File: src/rtl/unisim_sram_b_arbiter_pkg.sv
// Shared sizing and types for the SRAM wrapper and its two-requester arbiter.
package unisim_sram_b_arbiter_pkg;

  localparam int N_REQ = 2;   // requesters on the arbiter
  localparam int AW    = 9;   // SRAM word address width
  localparam int DW    = 8;   // SRAM data width

  typedef logic [AW-1:0] addr_t;
  typedef logic [DW-1:0] data_t;

  // Round-robin pointer: which requester wins a tie on a port.
  typedef enum logic {
    PTR_R0 = 1'b0,
    PTR_R1 = 1'b1
  } rr_ptr_e;

  // Everything the write port of the SRAM needs in one cycle.
  typedef struct packed {
    logic  ce;
    logic  we;
    addr_t a;
    data_t d;
    data_t wem;
  } wr_port_t;

  // Bit-masked merge of new data into an old word.
  function automatic data_t wem_merge(data_t old_w, data_t new_w, data_t wem);
    return (old_w & ~wem) | (new_w & wem);
  endfunction

endpackage

File: src/rtl/unisim_sram_b_arbiter_if.sv
// Requester-side bus: request handshake plus the shared read response.
interface unisim_sram_b_arbiter_if;
  import unisim_sram_b_arbiter_pkg::*;

  logic [N_REQ-1:0]         REQ_VALID;
  logic [N_REQ-1:0]         REQ_READY;
  logic [N_REQ-1:0]         REQ_WE;
  logic [N_REQ-1:0][AW-1:0] REQ_A;
  logic [N_REQ-1:0][DW-1:0] REQ_D;
  logic [N_REQ-1:0][DW-1:0] REQ_WEM;
  logic [N_REQ-1:0]         RSP_VALID;
  logic [DW-1:0]            RSP_Q;

  modport master (
    output REQ_VALID, REQ_WE, REQ_A, REQ_D, REQ_WEM,
    input  REQ_READY, RSP_VALID, RSP_Q
  );

  modport slave (
    input  REQ_VALID, REQ_WE, REQ_A, REQ_D, REQ_WEM,
    output REQ_READY, RSP_VALID, RSP_Q
  );

endinterface

File: src/rtl/unisim_sram_b_arbiter_rr_arb2.sv
// Two-way round-robin arbiter. Grant is combinational from req and the
// pointer; the pointer only moves when the caller says the grant was used
// (adv), so the caller can veto a grant without losing its priority.
module rr_arb2
  import unisim_sram_b_arbiter_pkg::*;
(
  input  logic       CLK,
  input  logic       RSTN,
  input  logic       en,
  input  logic [1:0] req,
  input  logic       adv,
  output logic [1:0] gnt
);

  rr_ptr_e ptr_q, ptr_d;
  logic    pref;

  assign pref = ptr_q;

  // Pointer register, back to requester 0 on reset.
  always_ff @(posedge CLK) begin
    if (!RSTN) ptr_q <= PTR_R0;
    else       ptr_q <= ptr_d;
  end

  // Grant: preferred requester first, otherwise the other one.
  always_comb begin
    gnt = '0;
    if (en) begin
      if (req[pref])       gnt[pref]  = 1'b1;
      else if (req[!pref]) gnt[!pref] = 1'b1;
    end
  end

  // After a used grant, prefer the requester that did not win.
  always_comb begin
    ptr_d = ptr_q;
    if (adv) ptr_d = gnt[0] ? PTR_R1 : PTR_R0;
  end

endmodule

File: src/rtl/unisim_sram_b_arbiter.sv
// Arbitrates two requesters onto a 1W/1R SRAM: writes go to port 0, reads
// to port 1, each port with its own round-robin pointer. Read data comes
// back one cycle after grant on a shared bus, tagged by a one-hot valid.
module unisim_sram_b_arbiter
  import unisim_sram_b_arbiter_pkg::*;
#(
  parameter int NREQ = N_REQ
) (
  input  logic                    CLK,
  input  logic                    RSTN,
  unisim_sram_b_arbiter_if.slave  bus,
  output logic                    CE0,
  output logic [AW-1:0]           A0,
  output logic [DW-1:0]           D0,
  output logic                    WE0,
  output logic [DW-1:0]           WEM0,
  output logic                    CE1,
  output logic [AW-1:0]           A1,
  input  logic [DW-1:0]           Q1
);

  logic [NREQ-1:0] wr_req, rd_req;
  logic [NREQ-1:0] wr_gnt, rd_cand, rd_gnt;
  logic [NREQ-1:0] rd_tag_q;
  wr_port_t        wr;
  addr_t           rd_a;
  logic            collide;

  assign wr_req = bus.REQ_VALID &  bus.REQ_WE;
  assign rd_req = bus.REQ_VALID & ~bus.REQ_WE;

  // Arbiters are disabled during reset so nothing is granted then.
  rr_arb2 u_wr_arb (
    .CLK  (CLK),
    .RSTN (RSTN),
    .en   (RSTN),
    .req  (wr_req),
    .adv  (|wr_gnt),
    .gnt  (wr_gnt)
  );

  // Read pointer advances only on a read that really went out.
  rr_arb2 u_rd_arb (
    .CLK  (CLK),
    .RSTN (RSTN),
    .en   (RSTN),
    .req  (rd_req),
    .adv  (|rd_gnt),
    .gnt  (rd_cand)
  );

  // Steer the granted writer onto port 0 and pick the candidate read address.
  always_comb begin
    wr   = '0;
    rd_a = '0;
    for (int i = 0; i < NREQ; i++) begin
      if (wr_gnt[i]) begin
        wr.ce  = 1'b1;
        wr.we  = 1'b1;
        wr.a   = bus.REQ_A[i];
        wr.d   = bus.REQ_D[i];
        wr.wem = bus.REQ_WEM[i];
      end
      if (rd_cand[i]) rd_a = bus.REQ_A[i];
    end
  end

  // A read hitting the word being written this cycle is held off one
  // cycle so it returns the new data instead of racing the write.
  assign collide = wr.ce && (|rd_cand) && (wr.a == rd_a);
  assign rd_gnt  = collide ? '0 : rd_cand;

  assign CE0  = wr.ce;
  assign WE0  = wr.we;
  assign A0   = wr.a;
  assign D0   = wr.d;
  assign WEM0 = wr.wem;

  assign CE1 = |rd_gnt;
  assign A1  = (|rd_gnt) ? rd_a : '0;

  assign bus.REQ_READY = wr_gnt | rd_gnt;

  // Read tag: which requester owns the data coming out of Q1 next cycle.
  always_ff @(posedge CLK) begin
    if (!RSTN) rd_tag_q <= '0;
    else       rd_tag_q <= rd_gnt;
  end

  // Tag is masked during reset so an in-flight read is dropped.
  assign bus.RSP_VALID = rd_tag_q & {NREQ{RSTN}};
  assign bus.RSP_Q     = (|bus.RSP_VALID) ? Q1 : '0;

endmodule

File: src/flat_wrapper.sv
// flat-port wrapper written by rule: the top's interface ports become plain ports
module unisim_sram_b_arbiter_flat import unisim_sram_b_arbiter_pkg::*;
#(
  parameter int NREQ = N_REQ
)
  (CLK, RSTN, CE0, A0, D0, WE0, WEM0, CE1, A1, Q1, bus_REQ_VALID, bus_REQ_WE, bus_REQ_A, bus_REQ_D, bus_REQ_WEM, bus_REQ_READY, bus_RSP_VALID, bus_RSP_Q);
  unisim_sram_b_arbiter_if bus_i ();
  input  logic CLK;
  input  logic RSTN;
  output logic CE0;
  output logic [AW-1:0] A0;
  output logic [DW-1:0] D0;
  output logic WE0;
  output logic [DW-1:0] WEM0;
  output logic CE1;
  output logic [AW-1:0] A1;
  input  logic [DW-1:0] Q1;
  input wire logic [$bits(bus_i.REQ_VALID)-1:0] bus_REQ_VALID;
  input wire logic [$bits(bus_i.REQ_WE)-1:0] bus_REQ_WE;
  input wire logic [$bits(bus_i.REQ_A)-1:0] bus_REQ_A;
  input wire logic [$bits(bus_i.REQ_D)-1:0] bus_REQ_D;
  input wire logic [$bits(bus_i.REQ_WEM)-1:0] bus_REQ_WEM;
  output wire logic [$bits(bus_i.REQ_READY)-1:0] bus_REQ_READY;
  output wire logic [$bits(bus_i.RSP_VALID)-1:0] bus_RSP_VALID;
  output wire logic [$bits(bus_i.RSP_Q)-1:0] bus_RSP_Q;
  assign bus_i.REQ_VALID = bus_REQ_VALID;
  assign bus_i.REQ_WE = bus_REQ_WE;
  assign bus_i.REQ_A = bus_REQ_A;
  assign bus_i.REQ_D = bus_REQ_D;
  assign bus_i.REQ_WEM = bus_REQ_WEM;
  assign bus_REQ_READY = bus_i.REQ_READY;
  assign bus_RSP_VALID = bus_i.RSP_VALID;
  assign bus_RSP_Q = bus_i.RSP_Q;
  unisim_sram_b_arbiter #(.NREQ(NREQ)) u_core (.CLK(CLK), .RSTN(RSTN), .bus(bus_i), .CE0(CE0), .A0(A0), .D0(D0), .WE0(WE0), .WEM0(WEM0), .CE1(CE1), .A1(A1), .Q1(Q1));
endmodule
File: config.mk
export PLATFORM = sky130hd
export DESIGN_NAME = unisim_sram_b_arbiter_flat
export DESIGN_NICKNAME = d
export VERILOG_FILES = /design/src/rtl/unisim_sram_b_arbiter_pkg.sv /design/src/rtl/unisim_sram_b_arbiter_if.sv /design/src/rtl/unisim_sram_b_arbiter_rr_arb2.sv /design/src/rtl/unisim_sram_b_arbiter.sv /design/src/flat_wrapper.sv
export SDC_FILE = /design/constraint.sdc
export NUM_CORES = 1
export LEC_CHECK = 0
export ABC_AREA = 1
export CORE_ASPECT_RATIO = 1.5
export CORE_MARGIN = 3
export CORE_UTILIZATION = 32
export DETAILED_ROUTE_END_ITERATION = 8
export PLACE_DENSITY = 0.85
export SYNTH_ARGS = -nofsm -noshare
export SYNTH_HDL_FRONTEND = slang
export SYNTH_HIERARCHICAL = 1
export SYNTH_SLANG_ARGS = --single-unit
File: constraint.sdc
create_clock -name CLK -period 3.5 [get_ports CLK]
set_input_delay 0.7 -clock CLK [delete_from_list [all_inputs] [get_ports CLK]]
set_output_delay 0.7 -clock CLK [all_outputs]
set_load 0.02 [all_outputs]
==> results of run 1 <==
-- cell families after synthesis --
family	after synthesis	synth area share [%]
buf+inv	49	20.4
flops	4	7.25
simple gates	151	54.8
compound gates	26	17.6
-- state kept, by name, indices dropped and copies added, names as in the netlist --
name / cells
u_core/rd_tag_q: 2
u_core/u_rd_arb/pref: 1
u_core/u_wr_arb/pref: 1
-- worst paths after layout --
check,depth (start not counted),startpoint,endpoint,slack (ns)
max,17,bus_REQ_VALID[0],bus_REQ_READY[1],0.08
min,2,u_core/u_rd_arb/pref,u_core/u_rd_arb/pref,0.57
max reg2reg,17,u_core/u_rd_arb/pref,u_core/u_rd_arb/pref,1.23
min reg2reg,2,u_core/u_rd_arb/pref,u_core/u_rd_arb/pref,0.57
-- layout by cell type (no fill, tap or decap), types with 5 or more instances in the layout --
cell             netlist  routed
clkdlybuf4s50_1        0      89
nand2_1              102      88
buf_4                  3      44
inv_1                 38      34
nor2_1                34      28
a22o_1                16      16
nand2_2                1      14
nand3_1               10      10
clkbuf_2               0       9
dlymetal6s2s_1         0       5
-- worst max-delay path, cell delays in order --
cell           delay [ns]
clkbuf_2             0.10
inv_2                0.06
nor2_4               0.03
buf_4                0.13
a21oi_4              0.25
clkinvlp_4           0.24
nand2_2              0.14
nand2_2              0.07
inv_1                0.05
nand2_1              0.04
nand2_1              0.06
nand2_1              0.06
nor2_2               0.13
nand3_4              0.14
nand2_1              0.14
nand2_1              0.05
dlygate4sd2_1        0.32
-- final cells by class --
type                       instances  area, sq um
fill                             211          494
clock buffer                       3         41.3
timing repair buffer             158         1480
tap                               40         50.0
timing repair inverter             1         7.51
sequential                         4         80.1
inverter                          40          160
multi-input combinational        178          910
-- repair_timing --
| item | in CTS | in global routing |
|---|---|---|
| resized for setup | 45 | 62 |
| cloned | 4 | 0 |
| hold buffers | 0 | 0 |
| hold endpoints to repair | 0 | 0 |
| setup buffers | 7 | 6 |
| endpoints found under the setup margin | 28 | 27 |
| pin swaps | 10 | 17 |
-- metrics by stage --
stage	total power (uW)	hold slack (ns)	setup slack [ns]	setup TNS [ns]	cells
after floorplan	157	0.526	0.578	0	230
final	449	0.565	0.0792	0	424
after global routing	475	0.590	-0.0368	-0.0760	424
after CTS	431	0.566	0.00440	0	418
after detailed placement	315	0.552	-0.428	-8.16	404
after global placement	312	0.552	-0.429	-8.01	404
-- power breakdown --
part / switching (uW) / leakage (uW) / total [uW] / internal, uW
logic: 137 / 0.00145 / 300 / 163
registers: 1.42 / 0.0000327 / 49.7 / 48.3
clock network: 26.1 / 0.0000216 / 99.6 / 73.5
total: 164 / 0.00151 / 449 / 285
-- per-layer routing --
layer,vias to the layer above,part of all wire [%]
li1,1012,-
met1,913,32
met2,152,53
met3,33,10
met4,0,4.4
met5,-,0
==> impl_metrics.yaml, run 1 <==
clock_tree:
  path_clk_slew_ns: 0.04
  cts-htree-levels: 1
  clkLatencyLatePin_ns: 0.22
  cts_root_buffer: "clkbuf_8"
  cts_tree: "built"
  clock_path_buffers: 2
  cts_sinks: 4
  cts_made_buffers: 3
cells_and_area:
  final_core_util_pct: 84.7
  fin_nets: 450
  finalInstanceArea_sq_um: 2730
  area_growth_syn_to_layout_pct: 147
  layout-drive-gt1-share_pct: 26.0
  antenna_cells: 0
detailed_routing:
  routed_wl_mm: 5.85
  first_pass_iters: 4
  ant_nets: 0
  first_iter_violations: 36
  vias_per_cell: 4.98
  wl_per_cell_um: 13.8
  drc: 0
  route.vias.total: 2110
placement:
  hpwl_mm: 3.96
  gp_congestion: 0.900
  place_area_sq_um: 2470
  numPortBuffers: 112
logic_synthesis:
  yosysMostFrequentCell: "nand2_1"
  ys_warn_count: 6
  syn_area_per_cell_sq_um: 4.80
  seq_area_frac_synth_pct: 7.25
  ys_top_cells_by_area: "nand2_1, inv_1, a22o_1, nor2_1, dfxtp_1"
  synth_top_area_share_pct: 34.7
  postSynthCellCount: 230
  ys_async_sr_fraction_pct: 0
  synthTopCellsByCount: "nand2_1, inv_1, nor2_1, a22o_1, nand3_1"
  synth-seq-cells: 4
  synth_cell_types: 20
  synth-edff-count: 0
  synth_nets: 294
  ys.flop_type: "dfxtp_1"
  syn_area_sq_um: 1100
  yosysTopAreaCell: "nand2_1"
floorplan:
  rows: 25
  die-area_sq_um: 4210
  die_w_um: 54.0
  start_util_pct: 34.3
  fp.dieH_um: 78.0
  core_sq_um: 3220
  num_io_pins: 113
critical_path:
  cp_max_fo: 5
  endpoint_kind: "output port"
  worstPathRequired_ns: 2.80
  crit_type: "input pin to output port"
  cp.arrival_ns: 2.72
  critPathLaunchType: "input pin"
power_and_ir_drop:
  p_leak_uw: 0.00151
  power_density_nw_per_um2: 165
  ir_drop_uv: 136
sta:
  min_period_ns: 3.42
  finalMaxSlewViolations: 0
  fin_skew_ns: 0.00558
  post-route-period-util_pct: 97.7
  hold_viol: 0
  slew-limit-headroom_pct: 81.0
  setup_violations: 0
  fmax_mhz: 292
  worstMarginPinSlew_ns: 0.284
global_route:
  grt_use_total_pct: 27.0
  grt_pass1_wl_mm: 8.63
  grt_pass1_vias: 2103
  grt_use_met1_pct: 23.6
  grt_overflow: 0
  grt_max_degree: 19
  grt_use_met3_pct: 6.33
  grt_use_met2_pct: 53.3
  antenna_found_initial: 0
  top_usage_layer: "met2"
hold_path:
  min_path_type: "register to register"
run:
  max_cap_viol_count: 0
run_status:
  status: "finished, final reports clean"
No activity file was read; power rests on OpenSTA's default activity.
==> inputs of run 2 (changes only) <==
CAP_MARGIN = 5   (was default)
CELL_PAD_IN_SITES_DETAIL_PLACEMENT = 0   (was default)
CELL_PAD_IN_SITES_GLOBAL_PLACEMENT = 1   (was default)
CORE_UTILIZATION = 15   (was 32)
PLACE_DENSITY = 0.75   (was 0.85)
clock period = 2.85 ns   (was 3.5 ns; I/O delays follow)
==> impl_metrics.yaml, run 2 (synthesized netlist as in run 1, its figures left out) <==
run_status:
  status: "finished with violations"
  violations: "negative setup slack"
sta:
  fin_skew_ns: 0.00570
  setup_violations: 12
  setup_ws_ns: -0.0457
  worstMarginPinSlew_ns: 0.470
  finalMaxSlewViolations: 0
  min_period_ns: 2.90
  fmax_mhz: 345
  slew-limit-headroom_pct: 68.5
  rsz0062_at_grt: "yes"
  post-route-period-util_pct: 102
  hold_viol: 0
placement:
  place_area_sq_um: 2520
  numPortBuffers: 112
  hpwl_mm: 4.33
  gp_congestion: 0.730
detailed_routing:
  first_iter_violations: 57
  route.vias.total: 1951
  first_pass_iters: 4
  vias_per_cell: 4.07
  ant_nets: 0
  routed_wl_mm: 5.52
  drc: 0
  wl_per_cell_um: 11.5
power_and_ir_drop:
  seqPwrFrac_pct: 10.8
  power_density_nw_per_um2: 193
  comb_power_share_pct: 66.6
  ir_drop_uv: 88.9
  p_clk_share_pct: 22.6
  p_leak_uw: 0.00150
  switchingPower_uw: 210
  p_int_uw: 353
  swShare_pct: 37.3
critical_path:
  cp_max_fo: 5
  rrSetupSlack_ns: 0.61
  endpoint_kind: "output port"
  crit_chain: "buf_6, inv_4, nor2_4, buf_6, a21oi_4, clkinvlp_4, nand2_2, nand2_2, inv_2, nand2_1, nand2_1, nand2_2, nor2_4, nand3_4, nand2_8, nor2_4, buf_6"
  r2r-end: "u_core/u_rd_arb/pref"
  worstPathRequired_ns: 2.28
  critPathLaunch: "bus_REQ_VALID[0]"
  crit_type: "input pin to output port"
  slowest_stage: "a21oi_4"
  max_stage_delay_ns: 0.25
  cp.arrival_ns: 2.33
  reg2reg_from: "u_core/u_rd_arb/pref"
  reg2regPathDepth: 16
  critPathLaunchType: "input pin"
  endpoint: "A1[0]"
clock_tree:
  clkLatencyLatePin_ns: 0.23
  holdBufCountCts: 0
  cts_made_buffers: 3
  cts_root_buffer: "clkbuf_8"
  cts-htree-levels: 1
  path_clk_slew_ns: 0.04
  cts_sinks: 4
  cts_tree: "built"
  clock_path_buffers: 2
cells_and_area:
  area_growth_syn_to_layout_pct: 164
  layout_common_cells: "nand2_1, clkdlybuf4s50_1, buf_4"
  fin_nets: 448
  antenna_cells: 0
  regMostFlops: "u_core/rd_tag_q"
  final_core_util_pct: 41.7
  largest_register_ffs: 2
  multi_input_area_sq_um: 990
  layout-drive-gt1-share_pct: 29.1
  final_common_cell: "nand2_1"
  finalInstanceArea_sq_um: 2910
  seq_area_sq_um: 80.1
  fillCellCount: 735
global_route:
  grt_use_total_pct: 12.8
  grt_pass1_vias: 1934
  grt_max_degree: 19
  grt_pass1_wl_mm: 8.89
  grt_overflow: 0
  antenna_found_initial: 0
floorplan:
  fp.dieH_um: 111
  rows: 37
  start_util_pct: 15.8
  die-area_sq_um: 8450
  die_w_um: 76.1
  core_sq_um: 6990
  num_io_pins: 113
run:
  max_cap_viol_count: 0
hold_path:
  min_path_type: "register to register"
==> run 2: critical path, delay by kind of cell <==
kind            cells  cell delay [ns]
compound gates      1             0.25
buf+inv             6             0.65
simple gates       10             0.85
==> run 2: worst min-delay path by stage <==
stage | startpoint | endpoint | slack [ns] | depth (start not counted)
2_1_floorplan | u_core/u_rd_arb/pref | u_core/u_rd_arb/pref | 0.53 | 2
3_3_place_gp | u_core/u_rd_arb/pref | u_core/u_rd_arb/pref | 0.54 | 2
3_5_place_dp | u_core/u_rd_arb/pref | u_core/u_rd_arb/pref | 0.55 | 2
4_1_cts | u_core/u_wr_arb/pref | u_core/u_wr_arb/pref | 0.57 | 2
5_1_grt | u_core/u_rd_arb/pref | u_core/u_rd_arb/pref | 0.60 | 2
6_report | u_core/u_rd_arb/pref | u_core/u_rd_arb/pref | 0.58 | 2
==> run 2: area by class of cell <==
class / instances / area share, %
inverter: 40 / 5.67
clock buffer: 3 / 1.42
timing repair inverter: 1 / 0.258
multi-input combinational: 178 / 34.0
sequential: 4 / 2.75
tap: 97 / 4.16
timing repair buffer: 156 / 51.8
==> run 2: what timing repair did <==
item,in CTS,in global routing
resized for setup,161,17
endpoints found under the setup margin,47,12
buffers inserted,12,0
cloned,4,0
pin swaps,18,15
==> run 2: per-layer routing <==
metal	GRT usage [%]	wire length, um	vias up
met2	25.5	2930	93
met4	2.54	36	0
li1	-	-	1008
met5	0	0	-
met3	3.66	516	3
met1	13.0	2040	847
==> run 2: per-stage QoR <==
stage | total power (uW) | setup TNS (ns) | setup slack (ns) | hold slack [ns] | instances
final | 563 | -0.326 | -0.0457 | 0.577 | 479
after detailed placement | 387 | -26.60 | -0.959 | 0.555 | 460
after global placement | 386 | -26.46 | -0.929 | 0.544 | 460
after global routing | 601 | -1.90 | -0.171 | 0.601 | 479
after floorplan | 193 | 0 | 0.188 | 0.526 | 230
after CTS | 555 | -1.03 | -0.137 | 0.570 | 479
==> run 2: power groups by stage <==
stage	combinational, uW	clock [uW]	sequential (uW)
2_1_floorplan	132	0	61.2
3_3_place_gp	325	0	61.5
3_5_place_dp	325	0	61.6
4_1_cts	363	131	60.8
5_1_grt	406	134	61.4
6_report	375	127	60.9
==> inputs of run 3 (changes only) <==
CAP_MARGIN = 40   (was 5)
==> impl_metrics.yaml, run 3 (synthesized netlist as in run 1, its figures left out) <==
run_status:
  status: "finished with violations"
  violations: "negative setup slack"
critical_path:
  critPathTopFamily: "simple AND/OR/NAND/NOR gates"
  cp.arrival_ns: 2.33
  crit_type: "input pin to output port"
  cp_max_fo: 5
  critPathBufInv: 6
  critPathLaunch: "bus_REQ_VALID[0]"
  crit_chain: "buf_6, inv_4, nor2_4, buf_6, a21oi_4, clkinvlp_4, nand2_2, nand2_4, inv_2, nand2_1, nand2_1, nand2_1, nor2_2, nand3_4, nand2_8, nor2_4, buf_6"
  r2r-end: "u_core/u_rd_arb/pref"
  max_stage_delay_ns: 0.23
  rrSetupSlack_ns: 0.59
  cp_num_cells: 17
  endpoint: "A1[0]"
  critPathLaunchType: "input pin"
  worstPathRequired_ns: 2.28
  endpoint_kind: "output port"
  reg2reg_from: "u_core/u_rd_arb/pref"
  slowest_stage: "a21oi_4"
  reg2regPathDepth: 16
cells_and_area:
  antenna_cells: 0
  largest_register_ffs: 2
  fin_nets: 448
  fillCellCount: 738
  layout-drive-gt1-share_pct: 29.6
  area_growth_syn_to_layout_pct: 164
  final_core_util_pct: 41.8
  layout_common_cells: "nand2_1, clkdlybuf4s50_1, buf_4"
  finalInstanceArea_sq_um: 2920
  regMostFlops: "u_core/rd_tag_q"
  final_common_cell: "nand2_1"
global_route:
  grt_use_total_pct: 12.7
  grt_overflow: 0
  grt_max_degree: 19
  grt_pass1_vias: 1956
  antenna_found_initial: 0
  grt_pass1_wl_mm: 8.88
clock_tree:
  cts_tree: "built"
  clkLatencyLatePin_ns: 0.23
  cts_sinks: 4
  cts_root_buffer: "clkbuf_8"
  clock_path_buffers: 2
  path_clk_slew_ns: 0.03
  cts_made_buffers: 3
  cts-htree-levels: 1
  holdBufCountCts: 0
detailed_routing:
  wl_met2_mm: 2.92
  highest_layer: "met4"
  route.vias.total: 1948
  dr_wl_met3_um: 491
  routed_wl_mm: 5.53
  ant_nets: 0
  drc: 0
  wl_met1_mm: 2.08
  wl_per_cell_um: 11.6
  first_pass_iters: 5
  first_iter_violations: 53
  vias_per_cell: 4.07
sta:
  worstMarginPinSlew_ns: 0.479
  fin_skew_ns: 0.00267
  min_period_ns: 2.90
  finalMaxSlewViolations: 0
  rsz0062_at_grt: "yes"
  slew-limit-headroom_pct: 67.9
  setup_ws_ns: -0.0491
  fmax_mhz: 345
  setup_violations: 12
  hold_viol: 0
  holdWs_ns: 0.584
  post-route-period-util_pct: 102
  setup-tns-final_ns: -0.447
floorplan:
  die_w_um: 76.1
  die-area_sq_um: 8450
  fp.dieH_um: 111
  rows: 37
  num_io_pins: 113
  start_util_pct: 15.8
  core_sq_um: 6990
placement:
  place_area_sq_um: 2530
  gp_congestion: 0.730
  pre_cts_slack_ns: -0.947
  numPortBuffers: 112
  hpwl_mm: 4.34
hold_path:
  min_path_type: "register to register"
  min_from: "u_core/u_rd_arb/pref"
  holdPathStages: 2
power_and_ir_drop:
  p_leak_uw: 0.00151
  ir_drop_uv: 89.2
  power_density_nw_per_um2: 192
run:
  max_cap_viol_count: 0
## run 3: worst min-delay path, stage by stage, from the launching register on
cell and delay [ns]:
dfxtp_1 0.32, o21ai_0 0.17, a21oi_1 0.04
## run 3: area by class of cell
class | instances | area, sq um | share of cell area, %
Multi-Input combinational cell | 178 | 990 | 33.9
Timing Repair inverter | 1 | 7.51 | 0.257
Sequential cell | 4 | 80.1 | 2.74
Inverter | 40 | 165 | 5.66
Clock buffer | 3 | 41.3 | 1.41
Tap cell | 97 | 121 | 4.16
Timing Repair Buffer | 156 | 1510 | 51.9
## run 3: worst min path at each step
stage / slack, ns / end
after floorplan: 0.53 / u_core/u_rd_arb/pref
after global placement: 0.54 / u_core/u_rd_arb/pref
after detailed placement: 0.55 / u_core/u_rd_arb/pref
after CTS: 0.57 / u_core/u_rd_arb/pref
after global routing: 0.64 / u_core/u_rd_arb/pref
final: 0.58 / u_core/u_rd_arb/pref
## run 3: metal layers
metal | vias up | GRT usage [%]
li1 | 1009 | -
met1 | 843 | 12.9
met2 | 91 | 25.7
met3 | 5 | 3.66
met4 | 0 | 1.81
met5 | - | 0
## run 3: power breakdown
group	switching, uW	internal (uW)	leakage, uW
registers	1.80	59.3	0.0000327
clock network	36.8	90.7	0.0000216
logic	171	202	0.00145
total	209	352	0.00151
## run 3: what timing repair did
action                                  in CTS  in global routing
setup buffers                                7                  4
cloned                                       4                  0
gates resized for setup                    161                 24
endpoints found under the setup margin      47                 16
pin swaps                                   19                 15
## run 3: stage by stage
step	power, uW	instances
2_1_floorplan	193	230
3_3_place_gp	386	460
3_5_place_dp	388	461
4_1_cts	551	475
5_1_grt	595	479
6_report	561	479
